[src/rtl/ifft_pkg.sv]
// Shared constants for the IFFT twiddle-multiply datapath.
//   DEF_*      : default widths used by the stage parameters
//   TW_ONE     : Q8 encoding of +1.0
//   SAT_MAX/MIN: saturation bounds for a DEF_DATA_W-bit result
package ifft_pkg;

  localparam int unsigned DEF_DATA_W  = 16;
  localparam int unsigned DEF_TW_W    = 16;
  localparam int unsigned DEF_TW_FRAC = 8;
  localparam int unsigned DEF_ADDR_W  = 5;

  localparam logic [DEF_TW_W-1:0] TW_ONE = 16'h0100;

  localparam logic signed [DEF_DATA_W-1:0] SAT_MAX = 16'sh7FFF;
  localparam logic signed [DEF_DATA_W-1:0] SAT_MIN = 16'sh8000;

endpackage

[src/rtl/ifft_round_sat.sv]
// Round-half-up and saturate a wide signed sum down to DATA_W bits.
//   sum_in  : IN_W-bit two's-complement sum
//   sat_out : (sum_in + 2^(FRAC-1)) >>> FRAC, clamped to the DATA_W range
// Purely combinational.
module ifft_round_sat
  import ifft_pkg::*;
#(
  parameter int unsigned IN_W   = 2 * DEF_DATA_W + 1,
  parameter int unsigned DATA_W = DEF_DATA_W,
  parameter int unsigned FRAC   = DEF_TW_FRAC
) (
  input  logic signed [IN_W-1:0]   sum_in,
  output logic signed [DATA_W-1:0] sat_out
);

  // One guard bit so adding the rounding constant can never wrap.
  localparam logic [IN_W:0] RND_ADD =
    {{(IN_W + 1 - FRAC){1'b0}}, 1'b1, {(FRAC - 1){1'b0}}};
  localparam logic signed [IN_W:0] MAX_V =
    {{(IN_W + 2 - DATA_W){1'b0}}, {(DATA_W - 1){1'b1}}};
  localparam logic signed [IN_W:0] MIN_V =
    {{(IN_W + 2 - DATA_W){1'b1}}, {(DATA_W - 1){1'b0}}};

  logic signed [IN_W:0] ext;
  logic signed [IN_W:0] rnd;
  logic signed [IN_W:0] shr;

  always_comb begin
    ext = {sum_in[IN_W-1], sum_in};
    rnd = ext + RND_ADD;
    shr = rnd >>> FRAC;
    if (shr > MAX_V) begin
      sat_out = MAX_V[DATA_W-1:0];
    end else if (shr < MIN_V) begin
      sat_out = MIN_V[DATA_W-1:0];
    end else begin
      sat_out = shr[DATA_W-1:0];
    end
  end

endmodule

[src/rtl/ifft_twiddle_mult.sv]
// IFFT twiddle-multiply stage: complex sample x Q-format twiddle from a pair
// of synchronous (1-cycle) ROMs, rounded and saturated, 3-stage pipeline.
//   in_valid/in_ready/in_re/in_im/in_addr : upstream beat + twiddle index
//   rom_addr, rom_re_data, rom_im_data    : shared twiddle ROM port
//   out_valid/out_ready/out_re/out_im     : product to the butterfly
// Every stage advances on en = !out_valid || out_ready.
module ifft_twiddle_mult
  import ifft_pkg::*;
#(
  parameter int unsigned DATA_W  = DEF_DATA_W,
  parameter int unsigned TW_W    = DEF_TW_W,
  parameter int unsigned TW_FRAC = DEF_TW_FRAC,
  parameter int unsigned ADDR_W  = DEF_ADDR_W
) (
  input  logic              clk,
  input  logic              rst_n,
  input  logic              in_valid,
  output logic              in_ready,
  input  logic [DATA_W-1:0] in_re,
  input  logic [DATA_W-1:0] in_im,
  input  logic [ADDR_W-1:0] in_addr,
  output logic [ADDR_W-1:0] rom_addr,
  input  logic [TW_W-1:0]   rom_re_data,
  input  logic [TW_W-1:0]   rom_im_data,
  output logic              out_valid,
  input  logic              out_ready,
  output logic [DATA_W-1:0] out_re,
  output logic [DATA_W-1:0] out_im
);

  localparam int unsigned PROD_W = DATA_W + TW_W;
  localparam int unsigned SUM_W  = PROD_W + 1;

  logic en;
  logic accept;

  logic [ADDR_W-1:0]        addr_hold_q, addr_hold_d;
  logic                     v1_q, v1_d, v2_q, v2_d, out_valid_q, out_valid_d;
  logic signed [DATA_W-1:0] a_q, a_d, b_q, b_d;
  logic signed [TW_W-1:0]   tw_c, tw_d;
  logic signed [PROD_W-1:0] ac_q, ac_d, bd_q, bd_d, ad_q, ad_d, bc_q, bc_d;
  logic signed [SUM_W-1:0]  sum_re, sum_im;
  logic signed [DATA_W-1:0] rs_re, rs_im;
  logic [DATA_W-1:0]        out_re_q, out_re_d, out_im_q, out_im_d;

  assign tw_c = rom_re_data;
  assign tw_d = rom_im_data;

  assign sum_re = SUM_W'(ac_q) - SUM_W'(bd_q);
  assign sum_im = SUM_W'(ad_q) + SUM_W'(bc_q);

  ifft_round_sat #(.IN_W(SUM_W), .DATA_W(DATA_W), .FRAC(TW_FRAC)) u_rs_re (
    .sum_in  (sum_re),
    .sat_out (rs_re)
  );

  ifft_round_sat #(.IN_W(SUM_W), .DATA_W(DATA_W), .FRAC(TW_FRAC)) u_rs_im (
    .sum_in  (sum_im),
    .sat_out (rs_im)
  );

  always_comb begin
    en     = !out_valid_q || out_ready;
    accept = in_valid && en;
    // Re-presenting the held address during a stall keeps the ROM output
    // aligned with the frozen S1 sample.
    rom_addr = accept ? in_addr : addr_hold_q;

    addr_hold_d = addr_hold_q;
    a_d         = a_q;
    b_d         = b_q;
    v1_d        = v1_q;
    v2_d        = v2_q;
    out_valid_d = out_valid_q;
    ac_d        = ac_q;
    bd_d        = bd_q;
    ad_d        = ad_q;
    bc_d        = bc_q;
    out_re_d    = out_re_q;
    out_im_d    = out_im_q;

    if (accept) begin
      addr_hold_d = in_addr;
      a_d         = in_re;
      b_d         = in_im;
    end

    if (en) begin
      v1_d        = accept;
      v2_d        = v1_q;
      out_valid_d = v2_q;
      if (v1_q) begin
        ac_d = PROD_W'(a_q) * PROD_W'(tw_c);
        bd_d = PROD_W'(b_q) * PROD_W'(tw_d);
        ad_d = PROD_W'(a_q) * PROD_W'(tw_d);
        bc_d = PROD_W'(b_q) * PROD_W'(tw_c);
      end
      if (v2_q) begin
        out_re_d = rs_re;
        out_im_d = rs_im;
      end
    end
  end

  always_ff @(posedge clk or negedge rst_n) begin
    if (!rst_n) begin
      addr_hold_q <= '0;
      a_q         <= '0;
      b_q         <= '0;
      v1_q        <= 1'b0;
      v2_q        <= 1'b0;
      out_valid_q <= 1'b0;
      ac_q        <= '0;
      bd_q        <= '0;
      ad_q        <= '0;
      bc_q        <= '0;
      out_re_q    <= '0;
      out_im_q    <= '0;
    end else begin
      addr_hold_q <= addr_hold_d;
      a_q         <= a_d;
      b_q         <= b_d;
      v1_q        <= v1_d;
      v2_q        <= v2_d;
      out_valid_q <= out_valid_d;
      ac_q        <= ac_d;
      bd_q        <= bd_d;
      ad_q        <= ad_d;
      bc_q        <= bc_d;
      out_re_q    <= out_re_d;
      out_im_q    <= out_im_d;
    end
  end

  assign in_ready  = en;
  assign out_valid = out_valid_q;
  assign out_re    = out_re_q;
  assign out_im    = out_im_q;

endmodule

[config.mk]
export PLATFORM = sky130hd
export DESIGN_NAME = ifft_twiddle_mult
export DESIGN_NICKNAME = d
export VERILOG_FILES = /design/src/rtl/ifft_pkg.sv /design/src/rtl/ifft_round_sat.sv /design/src/rtl/ifft_twiddle_mult.sv
export SDC_FILE = /design/constraint.sdc
export NUM_CORES = 2
export LEC_CHECK = 0
export BUFFER_PORTS_ARGS = -buffer_cell sky130_fd_sc_hd__clkbuf_2
export CAP_MARGIN = 30
export CORE_MARGIN = 2
export CORE_UTILIZATION = 35
export CTS_CLUSTER_SIZE = 10
export DETAILED_ROUTE_END_ITERATION = 7
export PLACE_DENSITY = 0.55
export SYNTH_ARGS = -nofsm -noshare
export SYNTH_HDL_FRONTEND = slang
export SYNTH_HIERARCHICAL = 1
export SYNTH_SLANG_ARGS = --single-unit
[constraint.sdc]
create_clock -name clk -period 7.5 [get_ports clk]
set_input_delay 1.875 -clock clk [delete_from_list [all_inputs] [get_ports clk]]
set_output_delay 1.875 -clock clk [all_outputs]
set_load 0.1 [all_outputs]
* Word-level counts from Yosys, hierarchy flattened
Index checks and enable logic that the tools add are counted.
Operators by class: add/subtract/negate cells 4, $mul 4, magnitude comparators 4, muxes and demuxes 5, reduce and logical (&&, ||, !) cells 5
Operators with widths (count):
- 16-bit by 16-bit multiplier with 32-bit output | 4
- 33-bit by 9-bit adder with 34-bit output (second input constant) | 2
- 16-bit two-way mux | 4
- 26-bit by 16-bit greater-than comparator with 1-bit output (second input constant) | 2
- 26-bit by 16-bit < comparator with 1-bit output (second input constant) | 2
- 32-bit by 32-bit adder with 33-bit output | 1
- 32-bit by 32-bit subtractor with 33-bit output | 1
- 5-bit two-way mux | 1
- 2-bit AND reduction | 2
- 1-bit logical AND | 1
- 1-bit logical NOT | 1
- 1-bit logical OR | 1
Word-level totals: register bits after elaboration 200, logic and storage cells 34

* Depth between registers and ports, before layout
word-level depth 5, mapped depth 25, depth with buffers taken out 24

* By module
Netlist, hierarchy kept.
By module, submodules not included:
- ifft_twiddle_mult | instances 1, cells each 5446, area an instance 49934.1 um^2
- ifft_round_sat | instances 2, cells each 123, area an instance 817.0 um^2

* Worst setup path after synthesis
OpenSTA, ideal clock, no wires.
path kind input to register, from input port rom_re_data[1], to register bc_q[31], library setup time 82 ps, arrival 7543 ps, required time 7418 ps, setup slack -125 ps, stages 21, path buffers 1, cell sequence clkbuf_1 -> nand2_1 -> inv_1 -> fa_1 -> fa_1 -> fa_1 -> fa_1 -> fa_1 -> inv_1 -> fa_1 -> inv_1 -> ha_1 -> a21oi_1 -> o21bai_1 -> a21oi_1 -> o21ai_0 -> o41ai_4 -> o21ai_1 -> o21a_1 -> or3_1 -> a31oi_1
Between the ends: longest elaborated chain between the ends 1
RTL lines:
- start: declaration | RTL line ifft_twiddle_mult.sv:23 | input logic [TW_W-1:0] rom_re_data,
- 16-bit by 16-bit multiplier with 32-bit output | RTL line ifft_twiddle_mult.sv:96 | bc_d = PROD_W'(b_q) * PROD_W'(tw_c);
- end signal: assignment | RTL line ifft_twiddle_mult.sv:116 | bc_q <= '0;
- end signal: assignment | RTL line ifft_twiddle_mult.sv:129 | bc_q <= bc_d;
- end: declaration | RTL line ifft_twiddle_mult.sv:41 | logic signed [PROD_W-1:0] ac_q, ac_d, bd_q, bd_d, ad_q, ad_d, bc_q, bc_d;
No other way between the ends. A chain may end at the register's enable or synchronous reset.

* Worst setup path in the final report
from input port rom_im_data[4], to register ad_q[28]
Between the ends: longest elaborated chain between the ends 1
RTL lines:
- start: declaration | RTL line ifft_twiddle_mult.sv:24 | input logic [TW_W-1:0] rom_im_data,
- 16-bit by 16-bit multiplier with 32-bit output | RTL line ifft_twiddle_mult.sv:95 | ad_d = PROD_W'(a_q) * PROD_W'(tw_d);
- end signal: assignment | RTL line ifft_twiddle_mult.sv:115 | ad_q <= '0;
- end signal: assignment | RTL line ifft_twiddle_mult.sv:128 | ad_q <= ad_d;
- end: declaration | RTL line ifft_twiddle_mult.sv:41
No other way between the ends.

==> results summary <==
The flow ran to the end, and the final reports show no timing, DRC or antenna violations. The worst register-to-register path ends at bc_q[23]$_DFFE_PN0P_. The area added between synthesis and finish came out at 14.0%.

The startpoint identified for the worst hold timing path is v2_q$_DFFE_PN0N_. The count of routing violations after the opening detailed-route iteration is 2,481. The number of buffers and inverters on the critical path came out at 8. The peak per-stage delay on the critical path came out at 0.53 ns. The achievable frequency came out at 0.136 GHz. The mean number of vias per cell is 4.83.

The overall overflow remaining after global route is 0. The hold violation total from the final report was 0. Setup repair after global routing could not meet its margin everywhere. The tightest min-delay check is of the reg2reg type. The number of warnings issued by yosys came out at 6. For this configuration, the core starts out at a cell density of 35.3%. The die boundary height came out at 387 um. The most common cell after layout, fill and taps aside is sky130_fd_sc_hd__inv_1. Each instance of the synthesized netlist takes up on average 9.07 um2. The share of cells above drive strength 1 is 13.4%. The critical path data arrival time came out at 7.80 ns.

In this run the horizontal extent of the chip is 387 um. The length of the first detailed-routing pass in iterations is 6. The placeable core region is 146,000 um2.

The number of max-cap violations is 0. The standard-cell row count is 140. The initial antenna violation count came out at 11. The total number of clock tree sinks is 200. The detail route stage leaves a number of antenna-violating nets equal to 0. The HPWL after detailed placement came out at 117,000 um. In the finished design, the share of the clock period the worst path needs comes to 97.8%. The multi-input gate area in the final layout is 41,100 um2.

The number of nets in the final layout is 7,571. The wire length of the first global-routing pass came out at 229,000 um. The cell area that synthesis handed to floorplanning was 51,400 um2. The root buffer cell is sky130_fd_sc_hd__clkbuf_16. TritonCTS built the clock tree. The worst register-to-register path begins at b_q[6]$_DFFE_PN0P_. The worst hold path terminates at out_valid$_DFFE_PN0N_. The length in cells of the worst reg-to-reg path is 21. The insertion delay of the later-clocked pin in the worst-skew pair is 0.57 ns. The nature of the critical path startpoint is an input pin.

The worst hold path cell count came out at 2. The slowest cell on the critical path is sky130_fd_sc_hd__fa_1. The fill cell total of the finished layout came out at 14,717.

The final count of pins violating max slew is 0. The worst setup path is of the in2reg kind. Summed over all layers, the routed wires come to 140,000 um. Across all register-to-register paths, the minimum setup slack is 0.58 ns. The final critical-path required period came out at 7.33 ns. The largest net degree at the start of global routing is 125. For the pin with the worst max-slew slack, the measured transition is 1.00 ns. The number of buffers added by the clock tree synthesis step came out at 17. STA classifies the critical path endpoint as a register.

The kind of cell with the highest combined delay on the critical path is adder cells. For the final database, setup skew stands at 0.0336 ns. The relative slew slack is 32.0%. The H-tree depth is 4.

The largest fanout of any net on the critical path is 16. By instance count, the cell type seen most on the critical path is sky130_fd_sc_hd__fa_1. The detailed-route DRC error count is 0. Leaving out fill and tap cells, the most frequent cells in the layout are sky130_fd_sc_hd__inv_1, sky130_fd_sc_hd__fa_1, sky130_fd_sc_hd__nand2_1, sky130_fd_sc_hd__and2_1, sky130_fd_sc_hd__buf_4.

Dividing the detail-routed wire length by the instance count gives 17.5 um. The required arrival time at the worst endpoint is 7.97 ns. Routability-driven placement finished with a final weighted congestion of 0.853.

In the synthesized netlist, the number of instances is 5,667. The number of setup violations in the final report is 0. The clock transition at the register clock pins on the worst setup and hold paths after CTS came out at 0.08 ns. The final hold slack came out at 0.477 ns. The detailed router placed 38,564 vias in this run. The global routing usage summed across all routing layers came out at 19.5%. The buffer depth of the longest clock path came out at 2.

The via count of the first global-routing pass came out at 40,491. Summing all flip-flop and latch instances after layout gives 5010 um2. The I/O pin count came out at 112.

The die covers 150,000 um2. Once layout is complete, the utilization of the core stands at 40.2%. Counting every net in the synthesized netlist gives 7,184. The number of hold-repair buffers added at the cts stage is 0.

The number of I/O port buffers is 111.
## layer usage
| layer | routed length [um] | part of all wire (%) | track usage [%] |
|---|---|---|---|
| met1 | 65100 | 46 | 27.9 |
| met3 | 7530 | 5.4 | 2.97 |
| met2 | 64300 | 46 | 31.1 |
| met5 | 92 | 0.066 | 0 |
| met4 | 3030 | 2.2 | 4.48 |
## worst min-delay path: stages (launching register included)
cell and delay, ns:
sky130_fd_sc_hd__dfrtp_1 0.35, sky130_fd_sc_hd__inv_1 0.05, sky130_fd_sc_hd__nand2_1 0.05
## flip-flops by register name (all words and copies together), names as in the netlist, 5 cells and up
signal       cells
addr_hold_q      5
bd_q            32
out_re          16
a_q             16
out_im          16
ac_q            32
ad_q            32
b_q             16
bc_q            32
## worst max path at each step
stage | slack (ns) | from | end | depth (start not counted)
global placement | -0.54 | rom_re_data[1] | ac_q[28]$_DFFE_PN0P_ | 24
floorplan | 0.002 | rom_re_data[1] | bc_q[31]$_DFFE_PN0P_ | 21
detailed placement | -0.56 | rom_re_data[3] | ac_q[28]$_DFFE_PN0P_ | 24
CTS | 0.02 | rom_re_data[3] | ac_q[28]$_DFFE_PN0P_ | 24
finish | 0.17 | rom_im_data[4] | ad_q[28]$_DFFE_PN0P_ | 25
global route | -0.06 | rom_im_data[4] | ad_q[28]$_DFFE_PN0P_ | 25
## stage by stage
stage               setup WS, ns  TNS (ns)  instances  area [um2]
detailed placement        -0.565    -14.93       7949       57700
floorplan                0.00162         0       5667       51400
global route             -0.0575    -0.126       7984       58600
CTS                       0.0168         0       7981       58300
global placement          -0.535    -12.85       7945       57600
finish                     0.166         0       7986       58600
## final cells by class
cell class / instances / area share (%)
repair buffers: 608 / 8.30
well taps: 1917 / 4.09
inverters: 1235 / 7.91
clock buffers: 18 / 0.732
flip-flops and latches: 200 / 8.54
multi-input cells: 3992 / 70.1
clock inverters: 14 / 0.346
diodes: 2 / 0.00854
## what timing repair did
action	in CTS	in global routing
buffers inserted	0	2
resized for setup	0	63
endpoints found under the setup margin	0	25
Power is left out: the tool's default activity adds up to more than one toggle a clock period on the data nets, which glitch-free logic cannot reach.
